## src/rtl/trace_addr_sequencer.sv

```systemverilog
// rtl/trace_addr_sequencer.sv - fetches 256-bit trace lines from BRAM and serialises them into addr FIFO writes
module trace_addr_sequencer #(
    parameter int BRAM_RD_LATENCY = 2,
    parameter int FIFO_HIGH_WM    = 56
) (
    input  logic         clk,
    input  logic         reset,
    input  logic         start,
    input  logic         abort,
    input  logic [31:0]  base_line,
    input  logic [31:0]  num_addrs,
    output logic         bram_rd_en,
    output logic [31:0]  bram_addr,
    input  logic [255:0] bram_data,
    input  logic [15:0]  words_in_fifo,
    output logic [31:0]  fifo_din,
    output logic         fifo_wr,
    output logic         busy,
    output logic         done,
    output logic [31:0]  issued_cnt
);

    localparam int WW = (BRAM_RD_LATENCY > 1) ? $clog2(BRAM_RD_LATENCY) : 1;

    typedef enum logic [2:0] {
        S_IDLE,
        S_FETCH,
        S_WAIT,
        S_DRAIN,
        S_FIN
    } state_t;

    state_t         state;
    logic [31:0]    base_q;
    logic [31:0]    remaining;
    logic [31:0]    line_idx;
    logic [255:0]   line_q;
    logic [2:0]     word_idx;
    logic [WW-1:0]  wait_cnt;
    logic           room_ok;

    // Occupancy may lag our own writes by two cycles; the watermark leaves that headroom.
    assign room_ok  = !(words_in_fifo >= 16'(FIFO_HIGH_WM));
    assign fifo_wr  = (state == S_DRAIN) && !abort && room_ok;
    assign fifo_din = line_q[{word_idx, 5'd0} +: 32];

    always_ff @(posedge clk or negedge reset) begin
        if (!reset) begin
            state      <= S_IDLE;
            base_q     <= '0;
            remaining  <= '0;
            line_idx   <= '0;
            line_q     <= '0;
            word_idx   <= '0;
            wait_cnt   <= '0;
            bram_rd_en <= 1'b0;
            bram_addr  <= '0;
            busy       <= 1'b0;
            done       <= 1'b0;
            issued_cnt <= '0;
        end else begin
            done       <= 1'b0;
            bram_rd_en <= 1'b0;
            if (state != S_IDLE && abort) begin
                state <= S_IDLE;
                busy  <= 1'b0;
            end else begin
                case (state)
                    S_IDLE: begin
                        if (start) begin
                            issued_cnt <= '0;
                            base_q     <= base_line;
                            remaining  <= num_addrs;
                            line_idx   <= '0;
                            if (num_addrs == 32'd0) begin
                                state <= S_FIN;
                                done  <= 1'b1;
                            end else begin
                                state      <= S_FETCH;
                                busy       <= 1'b1;
                                bram_rd_en <= 1'b1;
                                bram_addr  <= base_line;
                            end
                        end
                    end
                    S_FETCH: begin
                        wait_cnt <= '0;
                        state    <= S_WAIT;
                    end
                    S_WAIT: begin
                        if (wait_cnt == WW'(BRAM_RD_LATENCY - 1)) begin
                            line_q   <= bram_data;
                            word_idx <= '0;
                            state    <= S_DRAIN;
                        end else begin
                            wait_cnt <= wait_cnt + 1'b1;
                        end
                    end
                    S_DRAIN: begin
                        if (fifo_wr) begin
                            word_idx   <= word_idx + 3'd1;
                            issued_cnt <= issued_cnt + 32'd1;
                            remaining  <= remaining - 32'd1;
                            if (remaining == 32'd1) begin
                                state <= S_FIN;
                                busy  <= 1'b0;
                                done  <= 1'b1;
                            end else if (word_idx == 3'd7) begin
                                state      <= S_FETCH;
                                line_idx   <= line_idx + 32'd1;
                                bram_rd_en <= 1'b1;
                                bram_addr  <= base_q + line_idx + 32'd1;
                            end
                        end
                    end
                    S_FIN: begin
                        state <= S_IDLE;
                    end
                    default: begin
                        state <= S_IDLE;
                        busy  <= 1'b0;
                    end
                endcase
            end
        end
    end

endmodule

```

## config.mk

```make
export PLATFORM = sky130hd
export DESIGN_NAME = trace_addr_sequencer
export DESIGN_NICKNAME = d
export VERILOG_FILES = /design/src/rtl/trace_addr_sequencer.sv
export SDC_FILE = /design/constraint.sdc
export NUM_CORES = 1
export LEC_CHECK = 0
export BUFFER_PORTS_ARGS = -buffer_cell sky130_fd_sc_hd__buf_4
export CAP_MARGIN = 20
export CELL_PAD_IN_SITES_DETAIL_PLACEMENT = 0
export CELL_PAD_IN_SITES_GLOBAL_PLACEMENT = 1
export CORE_MARGIN = 1
export CORE_UTILIZATION = 40
export DETAILED_ROUTE_END_ITERATION = 7
export PLACE_DENSITY_LB_ADDON = 0.12
export SKIP_LAST_GASP = 1
export SYNTH_ARGS = -nofsm -noshare
export SYNTH_HDL_FRONTEND = slang
export SYNTH_SLANG_ARGS = --single-unit
export TNS_END_PERCENT = 1
```

## constraint.sdc

```tcl
create_clock -name clk -period 7.4 [get_ports clk]
set_input_delay 0.74 -clock clk [delete_from_list [all_inputs] [get_ports clk]]
set_output_delay 0.74 -clock clk [all_outputs]
set_load 0.005 [all_outputs]
```

==> results of run 1 <==
-- state kept, by name, indices dropped and copies added, names as in the netlist, 3 cells and up --
| register | count |
|---|---|
| base_q | 32 |
| bram_addr | 32 |
| issued_cnt | 32 |
| line_idx | 32 |
| line_q | 256 |
| remaining | 32 |
| state | 3 |
| word_idx | 3 |
-- worst reg2reg max path: stages (launching register included) --
cell and delay (ns):
dfrtp_1 0.59, nand2_1 0.19, nor2_4 0.10, buf_4 0.43, nand2_1 0.49, clkinv_1 0.53, nand3_1 0.55, o21a_2 0.32
buf_4 0.26, a21oi_1 0.17, o22ai_1 0.08, or3_1 0.38
-- worst paths after layout --
kind	to	slack, ns	depth (start not counted)
setup / recovery	bram_addr[30]	3.23	11
hold / removal	bram_rd_en	0.14	1
setup reg to reg	bram_addr[30]	3.23	11
hold reg to reg	bram_addr[7]	0.47	2
max in group asynchronous	line_q[154]	5.66	2
min in group clk	base_q[18]	0.34	3
-- per-stage QoR --
stage / cells / setup WS [ns] / power, W / utilization, %
final: 2950 / 3.23 / 0.00920 / 51.5
after global routing: 2949 / 2.93 / 0.00979 / 51.5
after CTS: 2946 / 3.20 / 0.00930 / 51.5
after detailed placement: 2859 / 2.91 / 0.00683 / 48.4
after global placement: 2859 / 2.93 / 0.00671 / 48.4
after floorplan: 1829 / 4.32 / 0.00577 / -
-- logic make-up (layout without fill, tap and decap cells) --
group	Yosys count	after routing	share of synthesized area (%)
AO/OA/AOI/OAI	270	270	7.69
XOR/XNOR	78	78	3.23
adder cells (fa/ha/maj)	38	38	2.28
buffers and inverters	122	559	2.22
flip-flops	426	426	50.4
multiplexers	355	355	22.3
other	0	4	0
AND/OR/NAND/NOR	540	540	11.9
-- power by group through the flow --
stage	registers, W	logic [W]	clock network (W)
after floorplan	0.00370	0.00207	0
after global placement	0.00385	0.00286	0
final	0.00386	0.00291	0.00242
after detailed placement	0.00390	0.00293	0
after CTS	0.00386	0.00294	0.00249
after global routing	0.00399	0.00322	0.00258
-- cells in the final DEF (no fill, tap or decap), types with 9 or more instances in the layout --
cell / synthesis / routed
buf_4: 1 / 446
dfrtp_1: 426 / 423
mux2_2: 289 / 289
nand2_1: 216 / 215
nor2_1: 151 / 150
a21oi_1: 99 / 99
o21ai_0: 78 / 78
mux4_2: 64 / 64
clkbuf_16: 0 / 51
xor2_1: 42 / 42
ha_1: 37 / 37
xnor2_1: 36 / 36
nand3_1: 28 / 28
nor3_1: 24 / 24
nand4_1: 22 / 22
inv_1: 20 / 20
nor4_1: 17 / 17
or3_1: 17 / 17
and3_1: 17 / 17
clkbuf_1: 80 / 14
a21o_1: 11 / 11
clkbuf_8: 0 / 11
o21a_1: 9 / 9
a31oi_1: 9 / 9
-- final cells by class --
cell class,count,area [um^2],area share [%]
flip-flops and latches,426,10700,40.0
multi-input cells,1281,10000,37.6
repair buffers,450,3420,12.8
clock buffers,76,1480,5.55
well taps,680,851,3.19
clock inverters,11,130,0.488
inverters,22,82.6,0.309
diodes,4,10.0,0.0375
-- layer usage --
layer / vias to the layer above / share of wire [%] / GRT usage (%)
met3: 106 / 8.6 / 8.18
met2: 376 / 47 / 35.8
li1: 7387 / - / -
met1: 7832 / 42 / 28.4
met4: 26 / 2.0 / 6.02
met5: - / 0.29 / 0
==> results.txt, run 1 <==
RSZ-0062 raised after global routing -> no
Vias in the first global route -> 16.3k
WP data arrival -> 4.65 ns
Fin area -> 26700 um^2
Vias per cell -> 5.33
# clock sinks -> 426
Post-place instance area -> 25100 um^2
Syn_nets -> 2207
Synth area leaders -> dfrtp_1 50%, mux2_2 15%, mux4_2 6.8%
Worst hold path class -> primary input to async pin
Per-cell routed wire length -> 20.4 um
Setup Crit Path Kind -> flip-flop to flip-flop
Clk_lat worst skew -> 0.61 ns
Startpoint Class -> flip-flop
Largest net degree at the start of global routing -> 181
Remaining antenna violation count -> 0
Setup violators final -> 0
Via count -> 15.7k
Final net count -> 2609
Initial antenna violation count -> 17
WHS -> 0.142 ns
Post-DP HPWL -> 42100 um
CTS tree -> done
Post-route clock period utilization -> 56.4%
Net Switching -> 0.00284 W
Area Growth Syn to Fin -> 26.1%
Gr ovfl total -> 0
Sw frac -> 30.9%
Critical Path Fanout Max -> 39
Max Root-Sink Buffers -> 3
Area of the mapped netlist -> 21200 um^2
CP peak stage delay -> 0.59 ns
Global Route Usage Sum -> 22.4%
CORE AREA -> 51800 um^2
Post-synthesis sequential area ratio -> 50.4%
Period minus WS final -> 4.17 ns
CP bufs+invs -> 3
Leak pwr -> 12.1 nW
Int Pwr -> 0.00636 W
DRT Pass-1 Iters -> 5
Layout cells sized above 1 -> 39.8%
Yosys warns -> 0
Syn Area/Cell -> 11.6 um^2
Rel. slew slack -> 23.8%
Max Cap Viol -> 0
Number of I/O port buffers -> 436
Pins Over Slew Limit -> 0
CTS Root Cell -> clkbuf_16
VDD IR-drop max -> 239 uV
Final GP Congestion -> 0.858
# H-tree levels -> 2
# resized after CTS -> 0
Sequential group share of total power -> 42.0%
Pwr dens -> 345 nW/um^2
Clock group share of total power -> 26.4%
Outcome -> completed
Worst setup EP type -> flip-flop
Share of flip-flops with an asynchronous set or reset -> 100%
Register clock-pin slew on the reported worst setup and hold paths -> 0.06 ns
Yosys top cell by area -> dfrtp_1
CP startpoint -> state[1]
Die Wd -> 232 um
CP Cell Sequence -> nand2_1 > nor2_4 > buf_4 > nand2_1 > clkinv_1 > nand3_1 > o21a_2 > buf_4 > a21oi_1 > o22ai_1 > or3_1
Main flop type after synthesis -> dfrtp_1
Synth top area share -> 50.4%
Drt first-iter violations -> 910
Initial Utilization -> 40.8%
Cell family with most CP delay -> simple AND/OR/NAND/NOR gates
Post-Synthesis Cells -> 1829
Global-route wire length before repair -> 93400 um
Synth top cells by count -> 426 x dfrtp_1, 289 x mux2_2, 216 x nand2_1
EDFF count, synth -> 0
Critical Path RT -> 7.88 ns
Fin. Hold Viols -> 0
CTS Buf Count -> 50
DRC -> 0
Die Ht -> 232 um
Share of power burned in combinational logic -> 31.6%
Post-synthesis cell type count -> 78
Clk_skew -> 0.0324 ns
Final WL -> 60100 um
Yosys reg bits -> 426
Max Fclk -> 0.240 GHz
Setup TNS -> 0 ns
Top-count cell post-synth -> dfrtp_1
Crit-path slowest cell -> dfrtp_1
# Post-CTS Setup Buffers -> 0
Boundary Pins -> 440
Fillcell total -> 4761
Row Count -> 83
DIE AREA -> 53800 um^2
Worst r2r src -> state[1]
CTS Hold Bufs -> 0
Slew @ Worst Pin -> 1.14 ns
(Power assumes the default switching activity.)
==> run 2: changes to the inputs <==
Settings changed: ABC_AREA from default to 1, CORE_UTILIZATION 40 to 36.
Clock period 7.4 ns to 3.67 ns, I/O delays scaled along.
==> run 2 against run 1 <==
  * Core utilization down 2.3 points
  * Cell area is 21% higher
  * Critical path depth shrank 5
  * Register-to-register slack worse by 2.1 ns
  * Clock power rose by 110%
  * Highest routed layer unchanged
  * Wire length is 47% higher
  * Sequential power grew 97%
==> results.txt, run 2 <==
Outcome -> completed
Die Wd -> 260 um (+12%)
Leak pwr -> 16.4 nW (+36%)
Yosys warns -> 0 (unchanged)
Remaining antenna violation count -> 0 (unchanged)
Final WL -> 88400 um (+47%)
Hold path endpoint -> line_q[218]
Max Fclk -> 0.297 GHz
Row Count -> 94 (+13%)
PnR Total Power -> 0.0199 W (+120%)
Commonest non-fill, non-tap cell in the layout -> nand2_1
WP data arrival -> 3.01 ns (-1.64 ns)
Setup violators final -> 0 (unchanged)
Synth top cells by count -> 1419 x nand2_1, 477 x nor2_1, 426 x dfrtp_1
Post-DP HPWL -> 62700 um (+49%)
Via count -> 24.2k (+54%)
Clk_lat worst skew -> 0.62 ns (about the same)
DIE AREA -> 67700 um^2 (+26%)
Reg2Reg Capture Point -> bram_addr[30]
Hold wc startpoint -> bram_data[218]
Placed Cells -> 4651 (+63%)
Vias in the first global route -> 24.0k (+47%)
Startpoint Class -> flip-flop
Setup Crit Path Kind -> flip-flop to output pin
Vias per cell -> 4.83 (-9.5%)
CTS Root Cell -> clkbuf_16
Top-count cell post-synth -> nand2_1
Post-route clock period utilization -> 91.9%
Synth top area share -> 44.4% (-6.0 points)
# resized after CTS -> 0 (unchanged)
Initial antenna violation count -> 15 (-2)
Boundary Pins -> 440 (unchanged)
Reg with most FFs -> line_q
Post-Synthesis Cells -> 3473 (+90%)
Register clock-pin slew on the reported worst setup and hold paths -> 0.06 ns (about the same)
# clock sinks -> 426 (unchanged)
Worst r2r src -> line_idx[0]
Max Root-Sink Buffers -> 3 (unchanged)
Main flop type after synthesis -> dfrtp_1
Area of the mapped netlist -> 24000 um^2 (+14%)
DRT Pass-1 Iters -> 7 (+2)
Worst Hold Depth -> 3
Global-route wire length before repair -> 136000 um (+46%)
CORE AREA -> 65900 um^2 (+27%)
Final GP Congestion -> 0.887 (+3.4%)
Critical Path Fanout Max -> 104 (+170%)
CTS Buf Count -> 50 (unchanged)
VDD IR-drop max -> 420 uV (+76%)
Synth area leaders -> dfrtp_1 44%, nand2_1 22%, nor2_1 7.5%
Per-cell routed wire length -> 17.6 um (-13%)
DRC -> 0 (unchanged)
Worst R2R Setup Slack -> 1.09 ns (-2.14 ns)
Syn Area/Cell -> 6.91 um^2 (-40%)
Clk_skew -> 0.0253 ns (-0.00708 ns)
Fin cells -> 5016 (+70%)
CTS tree -> done
Max reg flops -> 256 (unchanged)
RSZ-0062 raised after global routing -> no
Syn_nets -> 3851 (+74%)
Worst hold path class -> primary input to flip-flop
Area of the multi-input gates -> 11600 um^2 (+16%)
Largest net degree at the start of global routing -> 257 (+42%)
Pwr dens -> 613 nW/um^2 (+78%)
Pins Over Slew Limit -> 0 (unchanged)
Post-synthesis sequential area ratio -> 44.4% (-6.0 points)
Layout cells sized above 1 -> 13.7% (-26 points)
Setup TNS -> 0 ns (unchanged)
Worst setup EP type -> output pin
Global Route Usage Sum -> 26.0% (+3.6 points)
Post-synthesis cell type count -> 43 (-45%)
Drt first-iter violations -> 1418 (+56%)
EDFF count, synth -> 0 (unchanged)
Share of flip-flops with an asynchronous set or reset -> 100% (unchanged)
Gr ovfl total -> 0 (unchanged)
Period minus WS final -> 3.37 ns
Area Growth Syn to Fin -> 35.0%
Rel. slew slack -> 19.7% (-4.1 points)
Die Ht -> 260 um (+12%)
Fin. Hold Viols -> 0 (unchanged)
Slew @ Worst Pin -> 1.20 ns (+0.0616 ns)
R2r worst-path depth -> 16 (+5)
Yosys reg bits -> 426 (unchanged)
Fillcell total -> 6766 (+42%)
FF/Latch Area -> 10700 um^2 (about the same)
Number of I/O port buffers -> 436 (unchanged)
Critical Path RT -> 3.30 ns (-4.58 ns)
# Post-CTS Setup Buffers -> 0 (unchanged)
# H-tree levels -> 2 (unchanged)
Initial Utilization -> 36.5% (-4.4 points)
CTS Hold Bufs -> 272 (+272)
Final net count -> 4489 (+72%)
Max Cap Viol -> 0 (unchanged)
Yosys top cell by area -> dfrtp_1
Most frequent cells in the layout -> 1418 x nand2_1, 477 x nor2_1, 463 x buf_4
-- run 2: cell types whose count changed after synthesis, moves of 33 or more --
cell     before   now
nand2_1     216  1419
nor2_1      151   477
mux2_2      289     0
inv_1        20   244
o21ai_0      78   224
nand3_1      28   129
mux4_2       64     0
buf_2         6    47
a21oi_1      99    66
-- run 2: final cells by class --
cell class / instances / area share [%]
well taps: 864 / 3.34
flip-flops and latches: 426 / 32.9
diodes: 7 / 0.0540
clock buffers: 74 / 4.42
repair buffers: 748 / 19.9
multi-input cells: 2637 / 35.8
inverters: 248 / 2.91
clock inverters: 12 / 0.649
-- run 2: kinds of logic (layout without fill, tap and decap cells) --
| family | count (synthesis) | count (layout) | share of synthesized area [%] |
|---|---|---|---|
| simple gates | 2131 | 2131 | 35.0 |
| flops | 426 | 426 | 44.4 |
| buf+inv | 410 | 1082 | 7.30 |
| compound gates | 408 | 408 | 9.11 |
| xor+xnor | 60 | 60 | 2.19 |
| fa+ha+maj | 38 | 38 | 2.01 |
| other cells | 0 | 7 | 0 |
-- run 2: critical path, cell delays in order (launching register included) --
cell and delay [ns]:
dfrtp_4 0.65, buf_12 0.40, o21ai_0 0.17, o22ai_1 0.39
nor2_1 0.15, a31oi_1 0.29, buf_4 0.17
-- run 2: worst max path at each step --
stage / to / start / cells after the start
after detailed placement: fifo_din[21] / word_idx[0] / 6
after floorplan: bram_addr[30] / line_idx[0] / 16
final: fifo_din[21] / word_idx[0] / 6
after global placement: fifo_din[21] / word_idx[0] / 6
after CTS: fifo_din[21] / word_idx[0] / 6
after global routing: fifo_din[21] / word_idx[0] / 6
-- run 2: per-stage QoR --
| step | util, % | area [um^2] | setup slack, ns | hold slack (ns) |
|---|---|---|---|---|
| after floorplan | - | 24000 | 1.67 | 0.0714 |
| after global placement | 42.6 | 28000 | 0.916 | 0.440 |
| after detailed placement | 42.6 | 28000 | 0.909 | 0.460 |
| after CTS | 49.2 | 32400 | 0.222 | 0.00137 |
| after global routing | 49.2 | 32400 | 0.230 | 0.00792 |
| final | 49.2 | 32400 | 0.298 | 0.0259 |
-- run 2: power breakdown --
part / total (W) / internal, W / switching, W
logic: 0.00719 / 0.00283 / 0.00435
clock network: 0.00508 / 0.00298 / 0.00210
registers: 0.00760 / 0.00650 / 0.00110
total: 0.0199 / 0.0123 / 0.00755
-- run 2: routing by layer --
metal	share of wire (%)	GRT usage (%)	vias to the layer above
met3	4.9	4.57	184
met2	48	44.0	558
met5	0.11	0	-
met1	42	32.6	11200
li1	-	-	12200
met4	4.3	11.0	16
